**src/rtl/cache_miss_gen_if.sv**
```systemverilog
// rtl/cache_miss_gen_if.sv - CPU request and memory refill signals of the cache miss generator
interface cache_miss_gen_if #(
  parameter int ADDR_WIDTH  = 8,
  parameter int OFFSET_BITS = 2
);
  logic                          read;
  logic                          write;
  logic [ADDR_WIDTH-1:0]         address;
  logic                          busywait;
  logic                          hit;
  logic                          miss;
  logic                          mem_read;
  logic [ADDR_WIDTH-OFFSET_BITS-1:0] mem_address;
  logic                          mem_busywait;

  modport slave (
    input  read, write, address, mem_busywait,
    output busywait, hit, miss, mem_read, mem_address
  );

  modport master (
    output read, write, address, mem_busywait,
    input  busywait, hit, miss, mem_read, mem_address
  );
endinterface

```
**src/rtl/cache_miss_gen.sv**
```systemverilog
// rtl/cache_miss_gen.sv - direct-mapped tag lookup and refill controller emitting one miss pulse per refill
module cache_miss_gen #(
  parameter int ADDR_WIDTH  = 8,
  parameter int INDEX_BITS  = 3,
  parameter int OFFSET_BITS = 2
) (
  input  logic             clock,
  input  logic             init,
  cache_miss_gen_if.slave  bus
);
  localparam int TAG_BITS = ADDR_WIDTH - INDEX_BITS - OFFSET_BITS;
  localparam int LINES    = 1 << INDEX_BITS;
  localparam int BLK_BITS = ADDR_WIDTH - OFFSET_BITS;

  typedef enum logic [1:0] {IDLE, FETCH, UPDATE} state_t;

  state_t                state, state_nxt;
  logic [LINES-1:0]      valid;
  logic [TAG_BITS-1:0]   tags [LINES];
  logic [BLK_BITS-1:0]   fetch_blk;
  logic                  miss_q;

  logic                  req;
  logic [TAG_BITS-1:0]   tag;
  logic [INDEX_BITS-1:0] idx;
  logic                  lookup_hit;
  logic                  start_fetch;
  logic                  hit_c, busy_c, mem_read_c;
  logic [BLK_BITS-1:0]   mem_addr_c;
  logic                  unused_offset;

  // Lookups are suppressed while init is high so no output rises during reset.
  assign req           = (bus.read | bus.write) & ~init;
  assign tag           = bus.address[ADDR_WIDTH-1 -: TAG_BITS];
  assign idx           = bus.address[OFFSET_BITS +: INDEX_BITS];
  assign lookup_hit    = valid[idx] && (tags[idx] == tag);
  assign start_fetch   = (state == IDLE) && req && !lookup_hit;
  assign unused_offset = &{1'b0, bus.address[OFFSET_BITS-1:0]};

  always_ff @(posedge clock or posedge init) begin
    if (init) begin
      state     <= IDLE;
      valid     <= '0;
      fetch_blk <= '0;
      miss_q    <= 1'b0;
    end else begin
      state  <= state_nxt;
      miss_q <= start_fetch;
      if (start_fetch)
        fetch_blk <= {tag, idx};
      if (state == UPDATE)
        valid[fetch_blk[INDEX_BITS-1:0]] <= 1'b1;
    end
  end

  // Tags need no reset: a line is only trusted once its valid bit is set.
  always_ff @(posedge clock) begin
    if (state == UPDATE)
      tags[fetch_blk[INDEX_BITS-1:0]] <= fetch_blk[BLK_BITS-1 -: TAG_BITS];
  end

  always_comb begin
    state_nxt  = state;
    hit_c      = 1'b0;
    busy_c     = 1'b0;
    mem_read_c = 1'b0;
    mem_addr_c = '0;
    case (state)
      IDLE: begin
        if (req) begin
          if (lookup_hit) begin
            hit_c = 1'b1;
          end else begin
            busy_c    = 1'b1;
            state_nxt = FETCH;
          end
        end
      end
      FETCH: begin
        busy_c     = 1'b1;
        mem_read_c = 1'b1;
        mem_addr_c = fetch_blk;
        if (!bus.mem_busywait)
          state_nxt = UPDATE;
      end
      UPDATE: begin
        busy_c    = 1'b1;
        state_nxt = IDLE;
      end
      default: state_nxt = IDLE;
    endcase
  end

  assign bus.hit         = hit_c;
  assign bus.busywait    = busy_c;
  assign bus.miss        = miss_q;
  assign bus.mem_read    = mem_read_c;
  assign bus.mem_address = mem_addr_c;
endmodule

```
**src/flat_wrapper.sv**
```systemverilog
// flat-port wrapper written by rule: the top's interface ports become plain ports
module cache_miss_gen_flat 
#(
  parameter int ADDR_WIDTH  = 8,
  parameter int INDEX_BITS  = 3,
  parameter int OFFSET_BITS = 2
)
  (clock, init, bus_read, bus_write, bus_address, bus_mem_busywait, bus_busywait, bus_hit, bus_miss, bus_mem_read, bus_mem_address);
  cache_miss_gen_if #(.ADDR_WIDTH(ADDR_WIDTH), .OFFSET_BITS(OFFSET_BITS)) bus_i ();
  input  logic clock;
  input  logic init;
  input wire logic [$bits(bus_i.read)-1:0] bus_read;
  input wire logic [$bits(bus_i.write)-1:0] bus_write;
  input wire logic [$bits(bus_i.address)-1:0] bus_address;
  input wire logic [$bits(bus_i.mem_busywait)-1:0] bus_mem_busywait;
  output wire logic [$bits(bus_i.busywait)-1:0] bus_busywait;
  output wire logic [$bits(bus_i.hit)-1:0] bus_hit;
  output wire logic [$bits(bus_i.miss)-1:0] bus_miss;
  output wire logic [$bits(bus_i.mem_read)-1:0] bus_mem_read;
  output wire logic [$bits(bus_i.mem_address)-1:0] bus_mem_address;
  assign bus_i.read = bus_read;
  assign bus_i.write = bus_write;
  assign bus_i.address = bus_address;
  assign bus_i.mem_busywait = bus_mem_busywait;
  assign bus_busywait = bus_i.busywait;
  assign bus_hit = bus_i.hit;
  assign bus_miss = bus_i.miss;
  assign bus_mem_read = bus_i.mem_read;
  assign bus_mem_address = bus_i.mem_address;
  cache_miss_gen #(.ADDR_WIDTH(ADDR_WIDTH), .INDEX_BITS(INDEX_BITS), .OFFSET_BITS(OFFSET_BITS)) u_core (.clock(clock), .init(init), .bus(bus_i));
endmodule
```
**config.mk**
```make
export PLATFORM = sky130hd
export DESIGN_NAME = cache_miss_gen_flat
export DESIGN_NICKNAME = d
export VERILOG_FILES = /design/src/rtl/cache_miss_gen_if.sv /design/src/rtl/cache_miss_gen.sv /design/src/flat_wrapper.sv
export SDC_FILE = /design/constraint.sdc
export NUM_CORES = 1
export LEC_CHECK = 0
export ABC_AREA = 0
export BUFFER_PORTS_ARGS = -buffer_cell sky130_fd_sc_hd__buf_2
export CORE_UTILIZATION = 56
export CTS_CLUSTER_DIAMETER = 60
export DETAILED_ROUTE_END_ITERATION = 8
export GPL_ROUTABILITY_DRIVEN = 1
export PLACE_DENSITY = 0.81
export SETUP_SLACK_MARGIN = 0.02
export SLEW_MARGIN = 0
export SYNTH_ARGS = -nofsm -noshare
export SYNTH_HDL_FRONTEND = slang
export SYNTH_SLANG_ARGS = --single-unit
```
**constraint.sdc**
```tcl
create_clock -name clock -period 4.2 [get_ports clock]
set_clock_uncertainty 0.2 [all_clocks]
set_input_delay 1.05 -clock clock [delete_from_list [all_inputs] [get_ports clock]]
set_output_delay 1.05 -clock clock [all_outputs]
set_load 0.05 [all_outputs]
```
==> impl_metrics.csv, run 1 <==
group,metric,value,unit
floorplanning,rows,20,
yosys,ys_seq_area_share,61.7,%
setup_path,r2r-start,"u_core.valid[5]",
timing,setup_violations,0,
finish,antenna_cells,0,
placement,place_ws,-0.164,ns
global_route,antenna_found_initial,0,
finish,nFillCells,238,
placement,dp.cells,183,
yosys,yosys_warnings,0,
route,vias_per_cell,5.51,
floorplanning,core,3100,µm²
timing,period_share,97.7,%
pwr,power_frac_seq,50.1,%
setup_path,startpoint,"bus_address[2]",
global_route,grt_pass1_wl,5600,µm
timing,max_freq,0.244,GHz
yosys,synth.net_count,138,
timing,drv_slew,0,
route,wirelength,3450,µm
pwr,internal_power,822,µW
min_path,hp-class,"flip-flop to flip-flop",
route,top_layer,"met4",
finish,drive_gt1_share,34.0,%
route,antenna_left,0,
setup_path,crit_fanout,15,
finish,final_cells,191,
setup_path,startpoint_type,"input port",
pwr,combPwrFrac,36.2,%
yosys,netlist_area,1860,µm²
global_route,overflow,0,
finish,fin_nets,163,
placement,io_buffer_count,20,
route,drt_iter0_markers,26,
clock_tree,cts_root_buf,"clkbuf_4",
setup_path,end_kind,"output pin",
clock_tree,path_clk_slew,0.10,ns
global_route,grt_usage,22.9,%
yosys,netlist_instances,121,
route,wl_per_cell,18.1,µm
status,status,"finished clean",
min_path,hold_start,"u_core.valid[7]",
timing,worst_slack,0.0984,ns
yosys,ys_top_cells_by_area,"edfxtp_1 (39%), dfrtp_1 (23%), mux2i_1 (6.5%), mux2_4 (4.9%), mux4_2 (3.6%)",
clock_tree,clkSinkCount,41,
yosys,yosysTopAreaCellShare,38.8,%
global_route,grt_max_degree,18,
finish,syn2layout_area_growth,11.3,%
timing,fin_crit,4.10,ns
pwr,p_leak,0.852,nW
clock_tree,cts_max_level,2,
route,vias,1052,
placement,hpwl,2520,µm
pwr,clkPwrFrac,13.7,%
timing,rsz0062_at_grt,"false",
clock_tree,cts_buffers,5,
timing,tns,0,ns
route,met2_length,1780,µm
route,firstDrtPassIters,4,
timing,slew_headroom,58.0,%
timing,hold_viol,0,
job,max-cap-violations,0,
clock_tree,cts_setup_buffers,0,
route,wl_met1,1460,µm
clock_tree,cts_buffer_depth,2,
setup_path,arrival,2.85,ns
floorplanning,fp.dieH,59.6,µm
pwr,swShare,37.4,%
clock_tree,clock_latency,0.33,ns
floorplanning,ios,23,
timing,tightest_slew,0.625,ns
yosys,synth_top_area_cell,"edfxtp_1",
yosys,postSynthAreaPerCell,15.3,µm²
pwr,finalPower,1.31,mW
yosys,synth_seq_cells,41,
route,drc,0,
pwr,p_per_area,635,nW/µm²
setup_path,crit_required,2.95,ns
clock_tree,cts_tree,"yes",
clock_tree,hold_buffers,0,
floorplanning,initial_utilization,59.8,%
yosys,synth.distinct_cells,27,
setup_path,crit_type,"input port to output pin",
pwr,ir_worst_vdd,0.495,mV
pwr,switchingPower,490,µW
placement,place.gp.congestion,0.808,
floorplanning,dieArea,3550,µm²
floorplanning,die_x,59.6,µm
global_route,grt_pass1_vias,1104,
route,wl_met3,169,µm
## area by class of cell
| class | instances | area [µm²] | area share, % |
|---|---|---|---|
| tap | 44 | 55.1 | 2.67 |
| sequential | 41 | 1150 | 55.5 |
| multi-input combinational | 71 | 673 | 32.6 |
| timing repair buffer | 22 | 124 | 6.00 |
| inverter | 5 | 18.8 | 0.909 |
| clock inverter | 1 | 3.75 | 0.182 |
| clock buffer | 7 | 45.0 | 2.18 |
## cell usage after synthesis
library cell	instances
and3_1	1
mux4_2	3
mux4_1	2
and2_1	6
mux2i_1	12
or2_2	8
o21bai_1	1
ha_1	4
nand4_1	1
a21oi_1	1
a41oi_1	1
o21ba_2	1
mux2_2	1
edfxtp_1	24
xor2_1	3
inv_1	5
nor3_1	3
clkbuf_1	1
nand2b_1	3
dfrtp_1	17
o2bb2ai_1	1
a2bb2oi_1	1
nand2_1	3
nor2_1	9
mux2_4	6
buf_6	2
buf_12	1
## stage by stage
stage | utilization (%) | area [µm²] | hold slack, ns
after floorplan | - | 1860 | 0.230
after global placement | 64.0 | 1990 | 0.241
after detailed placement | 64.0 | 1990 | 0.253
after CTS | 65.8 | 2040 | 0.282
after global routing | 66.6 | 2070 | 0.299
final | 66.6 | 2070 | 0.277
## routing by layer
layer,vias up,track usage (%)
li1,480,-
met1,536,31.0
met2,30,36.1
met3,6,4.37
met4,0,10.6
met5,-,0
## logic make-up after synthesis
group | Yosys count | synth area share [%]
buffers and inverters | 9 | 3.50
AOI/OAI and AO/OA | 6 | 2.63
DFF | 41 | 61.7
and+or+nand+nor | 34 | 9.64
muxes | 24 | 18.4
adders and majority gates | 4 | 2.70
xor gates and xnor gates | 3 | 1.42
## cell usage in the layout, fill, tap and decap left out, drive strengths merged
| master | instances |
|---|---|
| xor2 | 3 |
| clkbuf | 8 |
| or2 | 8 |
| mux2 | 7 |
| nor3 | 3 |
| buf | 21 |
| a2bb2oi | 1 |
| dfrtp | 17 |
| and3 | 1 |
| o21ba | 1 |
| ha | 4 |
| nand2 | 3 |
| mux2i | 12 |
| a41oi | 1 |
| mux4 | 5 |
| a21oi | 1 |
| o2bb2ai | 1 |
| nand4 | 1 |
| nor2 | 9 |
| inv | 5 |
| nand2b | 3 |
| o21bai | 1 |
| clkinv | 1 |
| edfxtp | 24 |
| and2 | 6 |
## worst paths after layout
| path | end | slack [ns] | cells after the start |
|---|---|---|---|
| setup / recovery | bus_busywait | 0.1 | 8 |
| hold / removal | u_core.valid[7] | 0.28 | 1 |
| setup reg to reg | u_core.fetch_blk[0] | 1.81 | 6 |
| hold reg to reg | u_core.valid[7] | 0.28 | 1 |
| max in group asynchronous | u_core.state[0] | 2.80 | 2 |
| min in group asynchronous | u_core.valid[4] | 0.58 | 2 |
## critical path: stages
cell and delay [ns]:
buf_6 0.18, mux2i_1 0.12, mux4_2 0.52, xor2_2 0.20
nand4_1 0.15, and3_1 0.22, o21ba_2 0.20, clkbuf_4 0.21
## power by group through the flow
stage               Sequential (mW)  Combinational [mW]  Clock (mW)
finish                        0.657               0.475       0.179
global route                  0.673               0.509       0.199
CTS                           0.658               0.469       0.183
detailed placement            0.668               0.466           0
global placement              0.655               0.448           0
floorplan                     0.634               0.373           0
## flip-flops by register name, indices dropped and copies added (netlist names)
register / cells
u_core.tags: 24
u_core.valid: 8
u_core.fetch_blk: 6
u_core.state: 2
u_core.bus.miss: 1
## what timing repair did
item / 4_1_cts / 5_1_grt
gates cloned: 0 / 0
endpoints found under the setup margin: 2 / 2
resized for setup: 2 / 4
(Power assumes the default switching activity.)
==> run 2, diff against run 1 <==
- CORE_UTILIZATION: 56 -> 35
- PLACE_DENSITY: 0.81 -> 0.57
==> impl_metrics.csv, run 2 (synthesis gave the netlist of run 1 again) <==
group,metric,value,unit
setup_path,path_buf_inv,2,
finish,antenna_cells,0,
pwr,finalPower,1.45,mW
finish,final_cells,218,
route,antenna_left,0,
finish,drive_gt1_share,35.8,%
global_route,grt_usage,13.4,%
min_path,hp-class,"flip-flop to flip-flop",
timing,tightest_slew,0.659,ns
route,wirelength,3300,µm
global_route,overflow,0,
setup_path,crit_required,2.95,ns
setup_path,rr_worst_depth,6,
floorplanning,core,5110,µm²
timing,worst_slack,0.138,ns
global_route,grt_pass1_vias,1033,
floorplanning,initial_utilization,36.4,%
setup_path,crit_type,"input port to output pin",
clock_tree,cts_buffer_depth,2,
timing,slew_headroom,56.0,%
finish,largest_reg_flops,24,
placement,place.gp.congestion,0.780,
clock_tree,cts_max_level,2,
finish,nFillCells,486,
pwr,p_per_area,667,nW/µm²
min_path,hold_depth,1,
setup_path,crit_cells,7,
setup_path,crit_fanout,15,
global_route,grt_max_degree,18,
global_route,antenna_found_initial,0,
timing,setup_violations,0,
clock_tree,hold_buffers,0,
floorplanning,rows,26,
route,drc,0,
finish,final_common_cell,"edfxtp_1",
route,vias,1018,
clock_tree,cts_buffers,5,
route,vias_per_cell,4.67,
setup_path,critPathSlowestCell,"mux4_1",
setup_path,end_kind,"output pin",
setup_path,critical_path.cell_chain,"buf_6 > mux4_1 > mux2_2 > nand4_1 > and3_1 > o21ba_2 > buf_2",
timing,fin_crit,4.06,ns
timing,max_freq,0.246,GHz
route,firstDrtPassIters,4,
placement,io_buffer_count,20,
floorplanning,fp.dieH,74.8,µm
placement,place_ws,-0.140,ns
setup_path,r2r_setup_slack,1.88,ns
route,drt_iter0_markers,49,
setup_path,critPathTopFamily,"multiplexers",
finish,syn2layout_area_growth,16.7,%
pwr,ir_worst_vdd,0.239,mV
status,status,"finished clean",
pwr,p_leak,0.885,nW
placement,dp.cells,210,
job,max-cap-violations,0,
route,wl_per_cell,15.1,µm
timing,drv_slew,0,
timing,rsz0062_at_grt,"false",
floorplanning,die_x,74.8,µm
timing,hold_viol,0,
setup_path,cp_slowest_stage_delay,0.58,ns
placement,hpwl,2440,µm
clock_tree,cts_tree,"yes",
floorplanning,ios,23,
timing,period_share,96.7,%
floorplanning,dieArea,5600,µm²
finish,mostFrequentLayoutCells,"edfxtp_1 (24), buf_2 (19), dfrtp_1 (17)",
setup_path,arrival,2.81,ns
finish,fin_nets,164,
clock_tree,clkSinkCount,41,
global_route,grt_pass1_wl,5180,µm
clock_tree,clock_latency,0.29,ns
setup_path,startpoint_type,"input port",
clock_tree,path_clk_slew,0.08,ns
clock_tree,cts_root_buf,"clkbuf_8",
-- run 2: cell type report --
type	instances	area (µm²)	area share, %
inverters	5	18.8	0.866
clock buffers	6	82.6	3.81
flip-flops and latches	41	1150	52.9
repair buffers	23	129	5.95
multi-input cells	71	666	30.7
well taps	70	87.6	4.04
clock inverters	2	37.5	1.73
-- run 2: worst paths after layout --
path                                 start                   to
max reg2reg                u_core.valid[6]  u_core.fetch_blk[3]
min                        u_core.valid[1]      u_core.valid[1]
min in group asynchronous             init  u_core.fetch_blk[3]
max                         bus_address[2]         bus_busywait
max in group asynchronous             init      u_core.valid[7]
min reg2reg                u_core.valid[1]      u_core.valid[1]
-- run 2: worst register-to-register path: stages, from the launching register on --
cell	delay (ns)
dfrtp_1	0.39
mux4_1	0.50
mux2_2	0.30
nand4_1	0.12
and3_1	0.20
buf_4	0.20
mux2_4	0.31
-- run 2: repair_timing --
item / in CTS / in global routing
endpoints found under the setup margin: 2 / 2
pin swaps: 0 / 0
resized for setup: 1 / 3
setup buffers: 0 / 0
-- run 2: metal layers --
metal	global-route usage [%]	vias to the layer above	part of all wire, %	wire (µm)
met5	0	-	0	0
met4	6.29	0	1.8	60
met3	3.61	5	2.5	83
li1	-	484	-	-
met1	16.7	516	46	1530
met2	21.6	13	49	1630
-- run 2: per-stage QoR --
stage,hold WS [ns],area (µm²),utilization [%],TNS [ns]
after floorplan,0.230,1860,-,0
after global placement,0.242,2030,39.7,-0.154
after detailed placement,0.252,2030,39.7,-0.245
after CTS,0.271,2150,42.1,0
after global routing,0.280,2170,42.4,0
final,0.266,2170,42.4,0
-- run 2: report_power, final --
| group | switching, mW | total (mW) | internal [mW] |
|---|---|---|---|
| Combinational | 0.269 | 0.460 | 0.192 |
| Sequential | 0.0985 | 0.660 | 0.561 |
| Clock | 0.132 | 0.325 | 0.193 |
==> run 3, diff against run 2 <==
- PLACE_DENSITY: 0.57 -> 0.59
- clock period: 4.2 -> 3.3 ns (I/O delays scaled with it)
==> impl_metrics.csv, run 3 (synthesis gave the netlist of run 1 again) <==
group,metric,value,unit
pwr,clkPwrFrac,17.0,%
clock_tree,hold_buffers,0,
clock_tree,cts_root_buf,"clkbuf_8",
route,wirelength,3490,µm
pwr,swShare,35.9,%
clock_tree,cts_buffer_depth,2,
setup_path,r2r-start,"u_core.valid[5]",
clock_tree,cts_buffers,5,
route,antenna_left,0,
global_route,grt_usage,14.6,%
finish,largest_reg_flops,24,
global_route,overflow,0,
finish,fin_util,42.9,%
pwr,p_leak,0.892,nW
setup_path,startpoint_type,"input port",
global_route,antenna_found_initial,0,
route,firstDrtPassIters,4,
status,status,"complete, but fails checks",
timing,tightest_slew,0.686,ns
timing,max_freq,0.286,GHz
timing,slew_headroom,54.2,%
setup_path,crit_type,"input port to output pin",
timing,rsz0062_at_grt,"true",
min_path,hold_end,"u_core.valid[7]",
setup_path,crit_fanout,15,
floorplanning,initial_utilization,36.4,%
route,wl_per_cell,15.9,µm
floorplanning,dieArea,5600,µm²
finish,nFillCells,478,
floorplanning,fp.dieH,74.8,µm
timing,setup_violations,2,
finish,drive_gt1_share,37.3,%
min_path,hold_start,"u_core.valid[7]",
clock_tree,clkSinkCount,41,
timing,period_share,106,%
placement,place.gp.congestion,0.808,
setup_path,crit_required,2.27,ns
pwr,finalPower,1.78,mW
timing,holdWs,0.259,ns
pwr,power_frac_seq,47.0,%
route,vias,1006,
min_path,hp-class,"flip-flop to flip-flop",
setup_path,r2r_end,"u_core.fetch_blk[3]",
pwr,switchingPower,638,µW
finish,final_common_cell,"edfxtp_1",
finish,antenna_cells,0,
floorplanning,core,5110,µm²
status,failed_checks,"setup timing",
clock_tree,path_clk_slew,0.07,ns
timing,hold_viol,0,
pwr,ir_worst_vdd,0.303,mV
setup_path,arrival,2.47,ns
placement,hpwl,2490,µm
setup_path,r2r_setup_slack,0.96,ns
timing,worst_slack,-0.191,ns
finish,syn2layout_area_growth,18.1,%
clock_tree,cts_setup_buffers,0,
floorplanning,rows,26,
placement,io_buffer_count,20,
finish,mostFrequentLayoutCells,"edfxtp_1 (24), buf_2 (17), dfrtp_1 (17)",
clock_tree,cts_tree,"yes",
job,max-cap-violations,0,
timing,fin_crit,3.49,ns
pwr,combPwrFrac,36.0,%
global_route,grt_max_degree,18,
finish,fin_nets,166,
min_path,hold_depth,1,
timing,drv_slew,0,
floorplanning,ios,23,
route,drc,0,
route,drt_iter0_markers,50,
route,vias_per_cell,4.57,
global_route,grt_pass1_wl,5520,µm
pwr,internal_power,1.14,mW
floorplanning,die_x,74.8,µm
clock_tree,clock_latency,0.29,ns
clock_tree,cts_max_level,2,
pwr,p_per_area,811,nW/µm²
global_route,grt_pass1_vias,1031,
setup_path,rr_worst_depth,6,
setup_path,end_kind,"output pin",
-- run 3: power by group through the flow --
| stage | Combinational (mW) | Sequential, mW | Clock, mW |
|---|---|---|---|
| after global routing | 0.687 | 0.858 | 0.338 |
| final | 0.641 | 0.836 | 0.301 |
| after floorplan | 0.494 | 0.806 | 0 |
| after detailed placement | 0.612 | 0.847 | 0 |
| after global placement | 0.597 | 0.841 | 0 |
| after CTS | 0.642 | 0.837 | 0.315 |
-- run 3: worst max-delay path by stage --
| stage | to | start | cells past startpoint | slack [ns] |
|---|---|---|---|---|
| after detailed placement | bus_busywait | bus_address[2] | 8 | -0.61 |
| after global routing | bus_busywait | bus_address[2] | 8 | -0.28 |
| after floorplan | bus_busywait | bus_address[2] | 9 | -0.31 |
| after global placement | bus_busywait | bus_address[2] | 7 | -0.55 |
| final | bus_busywait | bus_address[2] | 8 | -0.19 |
| after CTS | bus_busywait | bus_address[2] | 8 | -0.26 |
-- run 3: cell type report --
| class | instances | area, µm² | area share, % |
|---|---|---|---|
| sequential | 41 | 1150 | 52.3 |
| multi-input combinational | 71 | 694 | 31.7 |
| clock buffer | 7 | 76.3 | 3.48 |
| tap | 70 | 87.6 | 3.99 |
| inverter | 5 | 18.8 | 0.856 |
| clock inverter | 1 | 5.00 | 0.228 |
| timing repair buffer | 25 | 165 | 7.53 |
-- run 3: repair_timing --
action,CTS,global route
hold endpoints to repair,0,0
resized for setup,12,1
endpoints found under the setup margin,2,2
pin swaps,3,2
-- run 3: layer usage --
layer  wire length (µm)  vias to the layer above  track usage [%]
met4                 53                        0             5.66
li1                   -                      488                -
met3                 90                        5             4.02
met2               1720                       12             23.2
met5                  0                        -                0
met1               1630                      501             19.2
-- run 3: critical path, cell delays in order --
cell and delay [ns]:
buf_12 0.14, mux2i_2 0.16, mux4_2 0.52, xor2_2 0.17, nand4_1 0.13, and3_4 0.18
o21ba_4 0.19, buf_6 0.15
-- run 3: through the flow --
step	instances	worst slack (ns)	setup TNS, ns	area [µm²]
after global routing	220	-0.275	-0.547	2190
after detailed placement	212	-0.613	-1.34	2050
after CTS	220	-0.263	-0.519	2190
final	220	-0.191	-0.372	2190
after global placement	212	-0.553	-1.07	2050
after floorplan	121	-0.313	-0.511	1880
